**src/rtl/bus_arbiter_8.sv**
```systemverilog
// Round-robin arbiter for the 8:1 16-bit datapath bus mux.
// Grants one requester at a time and can force rotation after MAX_HOLD cycles.
module bus_arbiter_8 #(
    parameter int MAX_HOLD = 4,
    parameter int CNT_W    = 3
) (
    input  logic       clk,
    input  logic       rst_n,
    input  logic [7:0] req,
    output logic [7:0] grant,
    output logic [2:0] select,
    output logic       bus_valid,
    output logic       preempt
);

    typedef enum logic {
        IDLE,
        GRANT
    } state_t;

    localparam logic [CNT_W-1:0] HOLD_LIM = CNT_W'(MAX_HOLD);
    // With no hold limit the counter just parks at all-ones.
    localparam logic [CNT_W-1:0] CNT_SAT  = (MAX_HOLD == 0) ? '1 : HOLD_LIM;

    state_t           state;
    logic [2:0]       last_owner;
    logic [CNT_W-1:0] cnt;

    logic [7:0] owner_mask;
    logic [7:0] others;
    logic [7:0] cand;
    logic [2:0] winner;
    logic [2:0] idx;
    logic       found;
    logic       force_rotate;

    assign owner_mask   = 8'b1 << last_owner;
    assign others       = req & ~owner_mask;
    // While granting, the owner is never its own successor.
    assign cand         = (state == GRANT) ? others : req;
    assign force_rotate = (MAX_HOLD != 0) && (cnt == HOLD_LIM) && (|others);

    // NOTE: every signal driven here gets a default first, so no latch is inferred.
    always_comb begin
        winner = last_owner;
        found  = 1'b0;
        idx    = '0;
        for (int k = 1; k <= 8; k++) begin
            idx = last_owner + 3'(k);
            if (!found && cand[idx]) begin
                winner = idx;
                found  = 1'b1;
            end
        end
    end

    // NOTE: sequential state uses non-blocking assignments only.
    always_ff @(posedge clk or negedge rst_n) begin
        if (!rst_n) begin
            state      <= IDLE;
            grant      <= '0;
            select     <= '0;
            bus_valid  <= 1'b0;
            preempt    <= 1'b0;
            cnt        <= '0;
            last_owner <= 3'd7;
        end else begin
            preempt <= 1'b0;
            case (state)
                IDLE: begin
                    if (|req) begin
                        grant      <= 8'b1 << winner;
                        select     <= winner;
                        bus_valid  <= 1'b1;
                        last_owner <= winner;
                        cnt        <= CNT_W'(1);
                        state      <= GRANT;
                    end
                end
                GRANT: begin
                    if (!req[last_owner]) begin
                        if (|others) begin
                            grant      <= 8'b1 << winner;
                            select     <= winner;
                            last_owner <= winner;
                            cnt        <= CNT_W'(1);
                        end else begin
                            grant     <= '0;
                            bus_valid <= 1'b0;
                            cnt       <= '0;
                            state     <= IDLE;
                        end
                    end else if (force_rotate) begin
                        grant      <= 8'b1 << winner;
                        select     <= winner;
                        last_owner <= winner;
                        cnt        <= CNT_W'(1);
                        preempt    <= 1'b1;
                    end else if (cnt != CNT_SAT) begin
                        cnt <= cnt + CNT_W'(1);
                    end
                end
                default: state <= IDLE;
            endcase
        end
    end

endmodule

```
**config.mk**
```make
export PLATFORM = sky130hd
export DESIGN_NAME = bus_arbiter_8
export DESIGN_NICKNAME = d
export VERILOG_FILES = /design/src/rtl/bus_arbiter_8.sv
export SDC_FILE = /design/constraint.sdc
export NUM_CORES = 1
export LEC_CHECK = 0
export CORE_MARGIN = 1
export CORE_UTILIZATION = 53
export DETAILED_ROUTE_END_ITERATION = 10
export GPL_ROUTABILITY_DRIVEN = 0
export PLACE_DENSITY = 0.78
export SYNTH_ARGS = -nofsm -noshare
export SYNTH_HDL_FRONTEND = slang
export SYNTH_SLANG_ARGS = --single-unit
```
**constraint.sdc**
```tcl
create_clock -name clk -period 3.6 [get_ports clk]
set_clock_uncertainty 0.05 [all_clocks]
set_input_delay 0.9 -clock clk [delete_from_list [all_inputs] [get_ports clk]]
set_output_delay 0.9 -clock clk [all_outputs]
set_load 0.01 [all_outputs]
```
==> flow_metrics.env <==
export IMPL_tns_ns=0
export IMPL_insertedDiodeCount=0
export IMPL_grt_use_total_pct=30.1
export IMPL_fin_area_mm2=0.00323
export IMPL_finalSetupViolations=0
export IMPL_clock_sinks=20
export IMPL_synth_top_cell_area_share_pct=17.8
export IMPL_crit_path_end_kind="flop"
export IMPL_relSlewSlack_pct=39.8
export IMPL_yosysUniqueCellTypes=73
export IMPL_vias_per_cell=6.67
export IMPL_clk_pin_slew_ns=0.07
export IMPL_r2r_slack_ns=0.04
export IMPL_whs_path_depth=1
export IMPL_status="completed"
export IMPL_fp_coreArea_mm2=0.00435
export IMPL_antenna_found_initial=0
export IMPL_worst_pin_slew_ns=0.900
export IMPL_crit_path_max_fanout=5
export IMPL_post_route_period_util_pct=99.3
export IMPL_yosys_warnings=0
export IMPL_port_buffers=22
export IMPL_drtPass1Iterations=6
export IMPL_grt_pass1_wl_mm=11.9
export IMPL_num_nets_final=372
export IMPL_reg2regPathDepth=10
export IMPL_placed_area_mm2=0.00306
export IMPL_min_period_ns=3.57
export IMPL_worst_setup_path_type="in -> reg"
export IMPL_grt_overflow=0
export IMPL_drt_total_wl_mm=7.41
export IMPL_worstSetupStartpoint="req[3]"
export IMPL_rsz0062_at_grt="yes"
export IMPL_h_tree_depth=1
export IMPL_synth_edf_count=0
export IMPL_synth_top_area_cell="dfrtp_1"
export IMPL_synth_flop_cell="dfrtp_1"
export IMPL_max_cap_violations=0
export IMPL_wl_per_cell_um=18.3
export IMPL_mostFrequentLayoutCell="buf_4"
export IMPL_final_cell_mix="buf_4 (63), nand2_1 (29), nor2_1 (22), clkdlybuf4s50_1 (22), dfrtp_1 (17)"
export IMPL_drive_above_1_share_pct=33.5
export IMPL_die_area_mm2=0.00479
export IMPL_min_from="bus_valid"
export IMPL_syn_to_final_growth_pct=34.9
export IMPL_rows=24
export IMPL_min_to="bus_valid"
export IMPL_die_h_um=69.2
export IMPL_hold_violations=0
export IMPL_synthArstFlopShare_pct=100
export IMPL_dieWidth_um=69.2
export IMPL_syn_inst=277
export IMPL_syn_area_mm2=0.00239
export IMPL_r2r_start="last_owner[0]"
export IMPL_reg2reg_to="select[2]"
export IMPL_synth_seq_area_share_pct=21.1
export IMPL_max_freq_mhz=280
export IMPL_place_hpwl_mm=5.59
export IMPL_hold_path_class="reg -> reg"
export IMPL_ys_ff_latch=20
export IMPL_worst_slack_ns=0.0264
export IMPL_cp_required_ns=3.70
export IMPL_postLayoutCoreUtil_pct=74.1
export IMPL_dp_slack_ns=-0.253
export IMPL_clock_latency_ns=0.26
export IMPL_report_final_slew_viol_count=0
export IMPL_start_util_pct=54.9
export IMPL_grt_pass1_vias=2532
export IMPL_start_kind="input pin"
export IMPL_syn_num_nets=296
export IMPL_grt_max_degree=27
export IMPL_drtIter0Drc=315
export IMPL_cts_tree="done"
export IMPL_syn_avg_cell_area_um2=8.64
export IMPL_fill_cells=321
export IMPL_cts_buffers=3
export IMPL_arrival_ns=3.68
export IMPL_clock_path_buffers=2
export IMPL_cts_root_buf="clkbuf_8"
export IMPL_ioPinCount=23
export IMPL_ant_nets=0
export IMPL_drc=0
export IMPL_vias=2695
export IMPL_synth_area_leaders="dfrtp_1 (18%), mux4_2 (5.6%), ha_1 (4.7%)"
export IMPL_cts_hold_buf=0
==> metrics by stage <==
step / std cells / hold WS [ns]
floorplan: 277 / 0.441
global placement: 400 / 0.408
detailed placement: 400 / 0.416
CTS: 404 / 0.433
global route: 404 / 0.451
finish: 404 / 0.429
==> flip-flops by register name (all words and copies together) (netlist names) <==
| register | cells |
|---|---|
| bus_valid | 1 |
| cnt | 3 |
| grant | 8 |
| last_owner | 3 |
| preempt | 1 |
| select | 3 |
| state | 1 |
==> cell families (layout without fill, tap and decap cells) <==
kind of cell               count (synthesis)  count (layout)  share of synthesized area (%)
muxes                                     14              14                           9.05
adders and majority gates                  9               9                           4.71
xor gates and xnor gates                   4               4                           2.25
AOI/OAI and AO/OA                        102             102                           34.3
and+or+nand+nor                           99              99                           22.6
DFF                                       20              20                           21.1
buffers and inverters                     29             104                           6.01
==> worst max-delay path by stage <==
| stage | endpoint | slack [ns] | cells after the start |
|---|---|---|---|
| 2_1_floorplan | select[2] | 0.22 | 12 |
| 3_3_place_gp | grant[5] | -0.29 | 9 |
| 3_5_place_dp | grant[5] | -0.25 | 10 |
| 4_1_cts | grant[5] | 0.03 | 9 |
| 5_1_grt | grant[2] | -0.08 | 10 |
| 6_report | grant[5] | 0.03 | 9 |
==> synth_stat cells (4+ instances only) <==
cell       count
nand3_1        8
nor2b_1        5
o22ai_1        5
dfrtp_1       17
ha_1           9
o221ai_1       8
and2_1         4
nor2_1        22
buf_4          4
mux4_2         6
a211oi_1       5
mux2i_1        7
nand2_1       29
o21ai_0        9
a2bb2oi_1      4
nand2b_1       5
inv_1         14
o41ai_1        4
a21oi_1       10
o31ai_1        6
buf_2          4
clkbuf_1       4
o21ai_1        4
o211ai_1       4
==> per-layer routing <==
metal	routed length [µm]	global-route usage, %	vias up
met1	3140	40.3	1287
met4	274	10.9	0
met2	3550	50.9	134
met3	443	2.47	38
li1	-	-	1236
met5	0	0	-
==> repair_timing <==
item / 4_1_cts / 5_1_grt
pin swaps: 0 / 2
endpoints found under the setup margin: 9 / 13
buffers inserted: 0 / 0
resized for setup: 4 / 17
==> worst max-delay path, cell delays in order <==
cell             delay [ns]
clkdlybuf4s50_1        0.45
a21boi_2               0.20
mux4_2                 0.57
o21bai_1               0.14
a2111oi_0              0.08
or4_4                  0.54
o21ai_1                0.23
o211ai_2               0.21
o41ai_2                0.36
==> final cells by class <==
class | count | area [µm²] | area share [%]
repair buffers | 85 | 693 | 21.5
clock buffers | 4 | 55.1 | 1.71
well taps | 52 | 65.1 | 2.02
multi-input cells | 228 | 1850 | 57.4
inverters | 15 | 56.3 | 1.74
flip-flops and latches | 20 | 504 | 15.6
Power is left out: the tool's default activity adds up to more than one toggle a clock period on the data nets, which glitch-free logic cannot reach.
